===== config.mk =====
export PLATFORM = sky130hd
export DESIGN_NAME = univ_ff_bank
export DESIGN_NICKNAME = d
export VERILOG_FILES = /design/src/rtl/univ_ff_pkg.sv /design/src/rtl/univ_ff_cell.sv /design/src/rtl/univ_ff_bank.sv
export SDC_FILE = /design/constraint.sdc
export NUM_CORES = 1
export LEC_CHECK = 0
export CORE_UTILIZATION = 47
export CTS_CLUSTER_SIZE = 25
export DETAILED_ROUTE_END_ITERATION = 10
export PLACE_DENSITY = 0.78
export REMOVE_ABC_BUFFERS = 1
export SYNTH_ARGS = -nofsm -noshare
export SYNTH_HDL_FRONTEND = slang
export SYNTH_SLANG_ARGS = --single-unit

===== constraint.sdc =====
create_clock -name clk -period 2.49 [get_ports clk]
set_clock_uncertainty 0.15 [all_clocks]
set_input_delay 0.249 -clock clk [delete_from_list [all_inputs] [get_ports clk]]
set_output_delay 0.249 -clock clk [all_outputs]
set_load 0.02 [all_outputs]

===== src/rtl/univ_ff_pkg.sv =====
// univ_ff_pkg
// Shared definitions for the universal flip-flop bank.
//   mode_t : 2-bit cell function select
//            MODE_JK = 2'b00, MODE_D = 2'b01, MODE_T = 2'b10, MODE_SR = 2'b11
package univ_ff_pkg;

  typedef enum logic [1:0] {
    MODE_JK = 2'b00,
    MODE_D  = 2'b01,
    MODE_T  = 2'b10,
    MODE_SR = 2'b11
  } mode_t;

endpackage


===== src/rtl/univ_ff_cell.sv =====
// univ_ff_cell
// One storage bit that acts as a JK, D, T or SR flip-flop depending on mode.
// Ports:
//   clk     in  rising-edge clock
//   rst     in  synchronous active-low reset
//   en      in  update enable (0 = hold)
//   mode    in  cell function (mode_t)
//   a       in  J / D / T / S
//   b       in  K / R (ignored in D and T)
//   rst_val in  value loaded on reset
//   q       out registered state
//   nxt     out state this cell will take on the next edge if not reset;
//               equals q whenever the cell holds, so the bank can compare
//               nxt against q to detect change events
module univ_ff_cell
  import univ_ff_pkg::*;
(
  input  logic  clk,
  input  logic  rst,
  input  logic  en,
  input  mode_t mode,
  input  logic  a,
  input  logic  b,
  input  logic  rst_val,
  output logic  q,
  output logic  nxt
);

  logic state_q;

  // Next-state function. Holding is the default so that en=0 and the
  // illegal SR 11 combination both leave the cell untouched.
  always_comb begin
    nxt = state_q;
    if (en) begin
      case (mode)
        MODE_JK: begin
          case ({a, b})
            2'b01:   nxt = 1'b0;
            2'b10:   nxt = 1'b1;
            2'b11:   nxt = ~state_q;
            default: nxt = state_q;
          endcase
        end
        MODE_D:  nxt = a;
        MODE_T:  nxt = state_q ^ a;
        MODE_SR: begin
          case ({a, b})
            2'b01:   nxt = 1'b0;
            2'b10:   nxt = 1'b1;
            default: nxt = state_q;
          endcase
        end
        default: nxt = state_q;
      endcase
    end
  end

  // State register with synchronous active-low reset.
  always_ff @(posedge clk) begin
    if (!rst) begin
      state_q <= rst_val;
    end else begin
      state_q <= nxt;
    end
  end

  assign q = state_q;

endmodule


===== src/rtl/univ_ff_bank.sv =====
// univ_ff_bank
// Bank of WIDTH universal flip-flop cells sharing clock, reset and mode,
// plus a saturating counter of edges on which the bank contents change.
// Optional macro SR_ERR_DET_EN adds a sticky err flag raised when any cell
// sees the illegal SR input 11 while enabled.
// Parameters:
//   WIDTH   number of cells
//   RST_VAL value loaded into q on reset
//   CNT_W   width of chg_cnt
// Ports:
//   clk     in  rising-edge clock
//   rst     in  synchronous active-low reset
//   en      in  update enable (0 = all cells hold)
//   mode    in  00 JK, 01 D, 10 T, 11 SR
//   a, b    in  per-cell inputs
//   q       out registered state
//   qn      out ~q
//   chg_cnt out saturating count of edges on which q changed
//   err     out sticky SR-conflict flag (only with SR_ERR_DET_EN)
module univ_ff_bank
  import univ_ff_pkg::*;
#(
  parameter int               WIDTH   = 4,
  parameter logic [WIDTH-1:0] RST_VAL = '0,
  parameter int               CNT_W   = 8
) (
  input  logic             clk,
  input  logic             rst,
  input  logic             en,
  input  logic [1:0]       mode,
  input  logic [WIDTH-1:0] a,
  input  logic [WIDTH-1:0] b,
  output logic [WIDTH-1:0] q,
  output logic [WIDTH-1:0] qn,
`ifdef SR_ERR_DET_EN
  output logic             err,
`endif
  output logic [CNT_W-1:0] chg_cnt
);

  localparam logic [CNT_W-1:0] CNT_MAX = '1;

  mode_t            modeSel;
  logic [WIDTH-1:0] qBus;
  logic [WIDTH-1:0] nxtBus;
  logic             anyChange;
  logic [CNT_W-1:0] cnt_q;
  logic [CNT_W-1:0] cnt_d;

  assign modeSel = mode_t'(mode);

  for (genvar i = 0; i < WIDTH; i++) begin : g_cell
    univ_ff_cell u_cell (
      .clk     (clk),
      .rst     (rst),
      .en      (en),
      .mode    (modeSel),
      .a       (a[i]),
      .b       (b[i]),
      .rst_val (RST_VAL[i]),
      .q       (qBus[i]),
      .nxt     (nxtBus[i])
    );
  end

  // Cells report nxt == q whenever they hold, so a single XOR reduction
  // covers en=0, hold codes and illegal SR without extra qualification.
  assign anyChange = |(nxtBus ^ qBus);

  // Saturating increment: stop at all-ones instead of wrapping.
  always_comb begin
    cnt_d = cnt_q;
    if (anyChange && (cnt_q != CNT_MAX)) begin
      cnt_d = cnt_q + CNT_W'(1);
    end
  end

  // Reset wins over counting, so reset edges never register as changes.
  always_ff @(posedge clk) begin
    if (!rst) begin
      cnt_q <= '0;
    end else begin
      cnt_q <= cnt_d;
    end
  end

`ifdef SR_ERR_DET_EN
  logic err_q;
  logic err_d;

  // Sticky flag: once any enabled SR edge sees a=b=1 in some cell it
  // stays set until reset.
  always_comb begin
    err_d = err_q;
    if (en && (modeSel == MODE_SR) && (|(a & b))) begin
      err_d = 1'b1;
    end
  end

  always_ff @(posedge clk) begin
    if (!rst) begin
      err_q <= 1'b0;
    end else begin
      err_q <= err_d;
    end
  end

  assign err = err_q;
`endif

  assign q       = qBus;
  assign qn      = ~qBus;
  assign chg_cnt = cnt_q;

endmodule

Yosys cells after proc, flatten, opt, wreduce, memory -nomap -nowiden
Cells that the tools add are included.
{"block": "classes", "n_addsub": 1, "eq_ne": 16, "muxes": 16, "bitwise_logic": 10, "reduce_logical": 3}
{"cell": "$eq A2 B2 Y1 const B", "n": 10}
{"cell": "$pmux W1 S4", "n": 4}
{"cell": "$pmux W1 S3", "n": 4}
{"cell": "$eq A2 B1 Y1 const B", "n": 5}
{"cell": "$add A8 B1 Y8 const B", "n": 1}
{"cell": "$ne A8 B8 Y1 const B", "n": 1}
{"cell": "$pmux W1 S2", "n": 4}
{"cell": "$mux W1", "n": 4}
{"cell": "$not A1 Y1", "n": 4}
{"cell": "$not A4 Y4", "n": 1}
{"cell": "$reduce_or A4 Y1", "n": 1}
{"cell": "$xor A1 B1 Y1", "n": 4}
{"cell": "$xor A4 B4 Y4", "n": 1}
{"cell": "$logic_not A2 Y1", "n": 1}
{"cell": "$logic_and A1 B1 Y1", "n": 1}
{"block": "word_totals", "regBits": 12, "in_bits": 13, "output_inout_bits": 16, "word_cells": 51}

Longest topological paths before layout
{"block": "depth", "ltp_word": 7, "mapped_depth": 10, "ltp_nobuf": 9}

Modules after synthesis
A second synthesis with hierarchy kept.
{"block": "hier_totals", "cells_unflattened": 114, "area_unflattened_um2": 985.9}
{"module": "univ_ff_cell", "n_inst": 4, "cells_each": 14, "area_each_um2": 123.9, "seq_area_each_um2": 20.0}
{"module": "univ_ff_bank", "n_inst": 1, "cells_each": 58, "area_each_um2": 490.5, "seq_area_each_um2": 160.2}

Worst setup path before layout
OpenSTA, ideal clock, no wires.
{"block": "synth_timing", "kind": "input to register", "startpoint": "in b[2]", "endpoint": "reg cnt_q[5] (netlist: chg_cnt[5])", "setup_ps": 70, "arrival_time_ps": 1921, "required_time_ps": 2270, "path_slack_ps": 349, "stages": 9, "path_buffers": 0, "path_cell_list": "inv_1 -> ha_1 -> nor2_1 -> a21oi_1 -> o31a_1 -> o211ai_2 -> o22ai_1 -> or4_1 -> a21oi_1"}
{"block": "synth_between", "elab_chain_cells": 7, "elab_cells_between_ends": 10, "cone_classes": "eq/ne (3); mux (4); bitwise (1); reduce/logical (2)"}
{"element": "from (decl)", "line": "univ_ff_bank.sv:32", "text": "input logic [WIDTH-1:0] b,"}
{"element": "$eq A2 B2 Y1, or another cell as far along", "line": "univ_ff_cell.sv:38", "text": "case ({a, b})"}
{"element": "$pmux W1 S3 / $pmux W1 S2 (equally long branches)", "line": "univ_ff_cell.sv:38, univ_ff_cell.sv:48"}
{"element": "$pmux W1 S4 (*)", "line": "univ_ff_cell.sv:36", "text": "case (mode)"}
{"element": "$mux W1 (*)", "line": "univ_ff_cell.sv:35", "text": "if (en) begin"}
{"element": "$xor A4 B4 Y4 (*)", "line": "univ_ff_bank.sv:68", "text": "assign anyChange = |(nxtBus ^ qBus);"}
{"element": "$reduce_or A4 Y1 (*)", "line": "univ_ff_bank.sv:68"}
{"element": "$logic_and A1 B1 Y1 (*)", "line": "univ_ff_bank.sv:73", "text": "if (anyChange && (cnt_q != CNT_MAX)) begin"}
{"element": "to (signal assigned)", "line": "univ_ff_bank.sv:83", "text": "cnt_q <= cnt_d;"}
{"element": "to (decl)", "line": "univ_ff_bank.sv:47", "text": "logic [CNT_W-1:0] cnt_q;"}
Mark *: on every way between the ends. The rest lies on a longest branch, timed or not.
A chain may end at the register's enable or synchronous reset.

Final worst setup path
{"block": "layout_timing", "startpoint": "in b[0]", "endpoint": "reg cnt_q[5] (netlist: chg_cnt[5])"}
Same word-level chain as after synthesis.

==> reports/results.env <==
RESULT_OF_THE_RUN='complete, no violations'
SYNTH_CELL_TYPE_COUNT=44
SYNTHESIS.AREA_MM2=0.00103
POSTLAYOUTCELLAREA_MM2=0.00153
POWER_FRAC_SEQ=0.348
FINAL_CORE_UTILIZATION=0.764
POWERDENSITY_mW_PER_MM2=426
SYNTH_COMPOUND_GATE_AREA_SHARE=0.337
CRIT_PATH_REQUIRED_TIME_NS=2.56
ANTENNA-DIODE-COUNT=0
ROUTE.DETAILED.WL_PER_INST_UM=13.7
IO_PINS=29
GRT_PASS1_VIAS=1058
MAX_SLEW.WORST_PIN.SLEW_NS=0.343
GRT_MAX_DEGREE=11
SWSHARE=0.338
SYNTHTOPCELLSBYAREA='sky130_fd_sc_hd__dfxtp_1, sky130_fd_sc_hd__ha_1, sky130_fd_sc_hd__buf_4'
AREA_GROWTH_SYN_TO_LAYOUT_PCT=48.8
FLOORPLAN.INITIALDENSITY=0.514
CLOCK_PATH_BUFFERS=2
SYN-MEAN-INSTANCE-AREA_UM2=7.73
END_KIND='register'
YS_ASYNC_SR_FRACTION=0
DRT_ITER0_DRC=27
CRITICAL_PATH_CLASS='primary input to register'
CP_DATA_ARRIVAL_TIME_NS=2.48
HOLD_CLASS='register to register'
CP_CELL_INSTANCES='clkdlybuf4s50_1, inv_1, ha_4, o31ai_4, buf_4, o32a_1, o211ai_2, o22ai_2, or4_4, a21oi_2'
POSTSYNTHCELLCOUNT=133
DIE_SPAN_IN_Y_UM=48.8
SHARE_CLK_OF_TOTAL_POWER=0.244
DIEWIDTH_UM=48.8
CLK_LATENCY_NS=0.28
DRC=0
CTS_BUFFERS=3
NET_SWITCHING_POWER_OF_THE_DESIGN_mW=0.220
CTS_HOLD_BUFFERS=0
DESIGN.DIE.AREA_MM2=0.00238
DR.PASS1.ITERS=4
LAYOUT.CELLS.MOST_COMMON='sky130_fd_sc_hd__clkdlybuf4s50_1'
SYNTH_FA_HA_AREA_FRAC=0.0608
TIMING.CRITICAL_PATH.SLOWEST_STAGE_CELL='sky130_fd_sc_hd__clkdlybuf4s50_1'
SYNTH_SEQUENTIAL_AREA_RATIO=0.234
PERIOD_NEEDED_NS=2.41
POWER_FRAC_COMB=0.408
KIND_OF_START_POINT_OF_THE_CRITICAL_PATH='primary input'
FINALNETCOUNT=196
NUMBER_OF_ENABLE_FLIP_FLOP_CELLS_AFTER_SYNTHESIS=0
CELL_FAMILY_WITH_THE_LARGEST_SHARE_OF_CRITICAL_PATH_DELAY='compound AO/OA/AOI/OAI gates'
MAX-VDD-IR-DROP_V=0.000450
HOLD_DEPTH=2
NETLIST.TOP_CELL.BY_AREA='sky130_fd_sc_hd__dfxtp_1'
SYNTHESIS.YOSYS.WARNINGS=0
WORST-PATH-BUF-INV=3
FINAL_MAX_SLEW_VIOL_COUNT=0
POST_DP_CELL_AREA_MM2=0.00144
NUMPORTBUFFERS=28
DETAIL_ROUTE.WIRELENGTH_UM=2790
TIMING.SETUP.TNS_NS=0
ROWS=16
TIMING.SLEW.HEADROOM=0.771
SYNTH.AREA.MUX_SHARE=0.0109
HTREE_LEVELS=1
GRT_USAGE=0.240
FLOORPLAN_CORE_AREA_MM2=0.00200
ANT_NETS=0
TIMING.CRITICAL_PATH.DEPTH=10
SETUP_SLACK_NS=0.0837
CTS_TREE='done'
VIASPERCELL=5.77
CTSROOTBUFFERMASTER='sky130_fd_sc_hd__clkbuf_4'
MAX_STAGE_DELAY_NS=0.49
POWER_REPORT.INTERNAL_TOTAL_mW=0.431
YOSYS_REGISTER_BITS=12
LAYOUT_COMMON_CELLS='sky130_fd_sc_hd__clkdlybuf4s50_1, sky130_fd_sc_hd__buf_4, sky130_fd_sc_hd__nand2_1, sky130_fd_sc_hd__dfxtp_1, sky130_fd_sc_hd__inv_1'
CTS_REPAIR_RESIZE_COUNT=0
TIMING.REG2REG.WORST_PATH_DEPTH=8
SYNTHSIMPLEGATEAREAFRAC=0.231
POST_ROUTE_CELLS_DRIVE_ABOVE_1_SHARE=0.232
CTS.SINKS=12
YS.FLOP_TYPE='sky130_fd_sc_hd__dfxtp_1'
LARGEST_FAMILY_OF_LOGIC_CELLS_BY_SYNTHESIZED_AREA='compound AO/OA/AOI/OAI gates'
TOTAL_LEAKAGE_POWER_nW=0.623
ANTENNA_FOUND_INITIAL=0
N_FILL_CELL=154
GP_ROUTABILITY_CONGESTION=0.862
FINAL_MIN_PERIOD_OVER_CLOCK_PERIOD=0.966
TIMING.CRITICAL_PATH.FANOUT_MAX=3
POST_CTS_BUFFERS=0
GRT.OVERFLOW.TOTAL=0
GLOBAL_ROUTE_WIRE_LENGTH_BEFORE_REPAIR_UM=4460
MAX_FREQ_MHz=416
YOSYS.AREA_SHARE.XOR_XNOR=0.00852
PLACE_WORST_SETUP_SLACK_NS=-0.238
VIAS=1177
HOLD_VIOL_FINAL=0
PATH_CLK_SLEW_NS=0.08
SYNTH_LARGEST_TYPE_AREA_FRACTION=0.234
SETUP-VIOLATIONS-FINAL=0
DP_HPWL_UM=2070
DRV.MAX_CAP_VIOLATION_COUNT=0
-- sequential cells by signal (all words and copies together) (netlist names) --
register,cells
chg_cnt,8
g_cell.u_cell.q,4
-- layer usage --
metal | wire, um | part of all wire | GRT usage
met5 | 0 | 0 | 0
met4 | 80 | 0.029 | 0.137
met3 | 136 | 0.049 | 0.0312
met2 | 1270 | 0.45 | 0.410
met1 | 1300 | 0.47 | 0.287
-- Yosys cell counts (3+ instances only) --
library cell / number
sky130_fd_sc_hd__ha_1: 5
sky130_fd_sc_hd__buf_4: 7
sky130_fd_sc_hd__nand2b_1: 4
sky130_fd_sc_hd__inv_1: 10
sky130_fd_sc_hd__dfxtp_1: 12
sky130_fd_sc_hd__nor2_1: 9
sky130_fd_sc_hd__o32a_1: 3
sky130_fd_sc_hd__nand2_1: 12
sky130_fd_sc_hd__clkbuf_1: 3
sky130_fd_sc_hd__and3_1: 3
sky130_fd_sc_hd__a21oi_1: 7
sky130_fd_sc_hd__nand3_1: 8
sky130_fd_sc_hd__o21ai_0: 6
sky130_fd_sc_hd__o211ai_1: 6
sky130_fd_sc_hd__o31ai_1: 5
-- worst register-to-register path, delay by kind of cell (launching register included) --
| kind | cells | cell delay (ns) |
|---|---|---|
| AO/OA/AOI/OAI | 5 | 0.79 |
| buffers and inverters | 1 | 0.14 |
| flip-flops | 1 | 0.36 |
| AND/OR/NAND/NOR | 2 | 0.64 |
-- final cells by class --
class	instances	area, um^2	area share
Multi-Input combinational cell	98	716	0.468
Timing Repair Buffer	52	463	0.303
Sequential cell	12	240	0.157
Inverter	11	41.3	0.0270
Clock buffer	4	36.3	0.0237
Tap cell	27	33.8	0.0221
-- cells by family after synthesis --
| kind of cell | count (synthesis) |
|---|---|
| fa+ha+maj | 5 |
| compound gates | 46 |
| buf+inv | 23 |
| flops | 12 |
| simple gates | 45 |
| mux | 1 |
| xor+xnor | 1 |
-- worst paths after layout --
path / slack, ns / start / end
worst max-delay path: 0.08 / b[0] / chg_cnt[5]
worst min-delay path: 0.37 / chg_cnt[1] / chg_cnt[1]
worst max register to register: 0.36 / g_cell[0].u_cell.q / chg_cnt[5]
worst min register to register: 0.37 / chg_cnt[1] / chg_cnt[1]
-- metrics by stage --
stage	hold slack, ns	std cells	power, mW
CTS	0.352	204	0.644
global route	0.411	204	0.688
finish	0.369	204	0.651
global placement	0.338	200	0.474
detailed placement	0.335	200	0.484
floorplan	0.211	121	0.347
-- power by group through the flow --
stage / Clock (mW) / Sequential (mW) / Combinational (mW)
2_1_floorplan: 0 / 0.245 / 0.102
3_3_place_gp: 0 / 0.229 / 0.245
3_5_place_dp: 0 / 0.231 / 0.253
4_1_cts: 0.163 / 0.227 / 0.255
5_1_grt: 0.171 / 0.230 / 0.287
6_report: 0.159 / 0.227 / 0.266
(Power assumes the default switching activity.)
==> RTL edit (config.mk and constraints unchanged) <==
Put one more register stage on the output `chg_cnt`, with the module's reset. The value now appears one clock later. The other outputs are not delayed to match.
--- a/src/rtl/univ_ff_bank.sv
+++ b/src/rtl/univ_ff_bank.sv
@@ -112,3 +112,9 @@
   assign qn      = ~qBus;
-  assign chg_cnt = cnt_q;
+  always_ff @(posedge clk) begin
+    if (!rst) begin
+      chg_cnt <= '0;
+    end else begin
+      chg_cnt <= cnt_q;
+    end
+  end
 
Behaviour: not the same (Yosys sat finds a counterexample within 4 cycles, from zero or initial values and one cycle with rst low).
==> RTL edit against the unedited design <==
Worst setup slack improved by 0.098 ns. Hold slack got worse by 0.024 ns. Die area grew 24%. Synthesized area is 25% higher. Register-to-register slack worse by 0.06 ns. Non-clock buffer count shrank 4. Largest cell class unchanged. First-iteration DRC count up 26%. Power rose by 18%. Final area rose by 15%. Largest power group is now registers. Sequential cell count increased by 8. Wire length grew 17%.
==> RTL edit: results (changes against the unedited design) <==
- The largest vdd supply drop is 0.410 mV (-8.7%).
- After synthesis, the cell types taking the most area are sky130_fd_sc_hd__dfxtp_1, sky130_fd_sc_hd__ha_1, sky130_fd_sc_hd__mux2_1, sky130_fd_sc_hd__a21oi_1, sky130_fd_sc_hd__o21ai_0.
- The commonest cells after synthesis are sky130_fd_sc_hd__dfxtp_1, sky130_fd_sc_hd__nand2_1, sky130_fd_sc_hd__nor2_1.
- The number of cells in the design after placement came to 225 (+13%).
- The delay of the slowest critical-path stage is 0.46 ns (-0.03 ns).
- The maximum number of pins on one net before global-route repair is 13 (+2).
- The leakage dissipation is 0.772 nW (+24%).
- The source of the worst hold timing path is cnt_q[6].
- The post-synthesis compound-gate area fraction is 21.9% (-12 points).
- The number of global-route vias before repair is 1224 (+16%).
- The portion of netlist area occupied by mux cells came to 6.69% (+5.6 points).
- The global-route wire length before repair is 5.15 mm (+15%).
- The register-to-register setup slack is 0.30 ns (-0.06 ns).
- The half-perimeter wire length of the detailed placement result is 2.52 mm (+22%).
- The run finished with clean final reports.
- The worst-case reg-to-reg path depth is 7 (-1).
- The fraction of final layout cells sized beyond drive strength 1 was 20.1% (-3.1 points).
- The worst-case setup slack after placement was -0.482 ns (-0.244 ns).
- The number of vias after detailed routing is 1315 (+12%).
- The highest net fanout along the worst path is 5 (+2).
- The critical path starts at b[1].
- The number of unique standard cell types used by synthesis is 45 (+2.3%).
- The detail-routed via count per cell is 5.74 (-0.47%).
- The post-synthesis share of cell area spent on full adders, half adders and majority gates is 4.85% (-1.2 points).
- The path with the worst hold slack has its endpoint at chg_cnt[6].
- The number of nets in the layout is 218 (+11%).
- The synthesized-area fraction occupied by xor and xnor cells was 0% (-0.85 points).
- The signal arrival time at the worst endpoint is 2.36 ns (-0.12 ns).
- The post-route total power came to 0.000769 W (+18%).
- The mean instance size in the synthesized netlist is 8.01 µm² (+3.6%).
- The cell area after placement is 1660 µm² (+15%).
[RTL edit: cell type report]
| cell class | instances | area, µm² |
|---|---|---|
| clock buffer | 4 | 36.3 |
| fill | 207 | 791 |
| inverter | 12 | 45.0 |
| multi-input combinational | 115 | 788 |
| sequential | 20 | 400 |
| tap | 30 | 37.5 |
| timing repair buffer | 48 | 447 |
[RTL edit: where the power goes]
group / total, W / internal (W) / switching [W] / leakage, nW
clock: 0.000183 / 0.0000893 / 0.0000942 / 0.0210
combinational: 0.000234 / 0.000116 / 0.000118 / 0.588
sequential: 0.000352 / 0.000337 / 0.0000153 / 0.163
total: 0.000769 / 0.000542 / 0.000228 / 0.772
[RTL edit: critical path, delay by kind of cell]
| family | cells | cell delay (ns) |
|---|---|---|
| buf+inv | 2 | 0.51 |
| simple gates | 2 | 0.26 |
| mux | 1 | 0.33 |
| fa+ha+maj | 1 | 0.31 |
| compound gates | 4 | 0.72 |
[RTL edit: per-layer routing]
| layer | part of all wire, % | vias to the layer above | global-route usage, % |
|---|---|---|---|
| met5 | 0 | - | 0 |
| met4 | 2.2 | 0 | 8.97 |
| met3 | 3.6 | 8 | 5.83 |
| met2 | 50 | 30 | 42.9 |
| met1 | 44 | 629 | 28.1 |
| li1 | - | 648 | - |
[RTL edit: timing repair]
item	in CTS	in global routing
gates resized for setup	10	8
buffers inserted	0	0
endpoints found under the hold margin	0	0
pin swaps	4	5
setup endpoints to repair	7	6
[RTL edit: worst max-delay path by stage]
stage,end,slack [ns],cells after the start
after global routing,cnt_q[5],0.08,10
after global placement,cnt_q[5],-0.37,10
final,cnt_q[5],0.18,10
after floorplan,cnt_q[5],0.13,9
after detailed placement,cnt_q[5],-0.48,10
after CTS,cnt_q[5],0.005,11
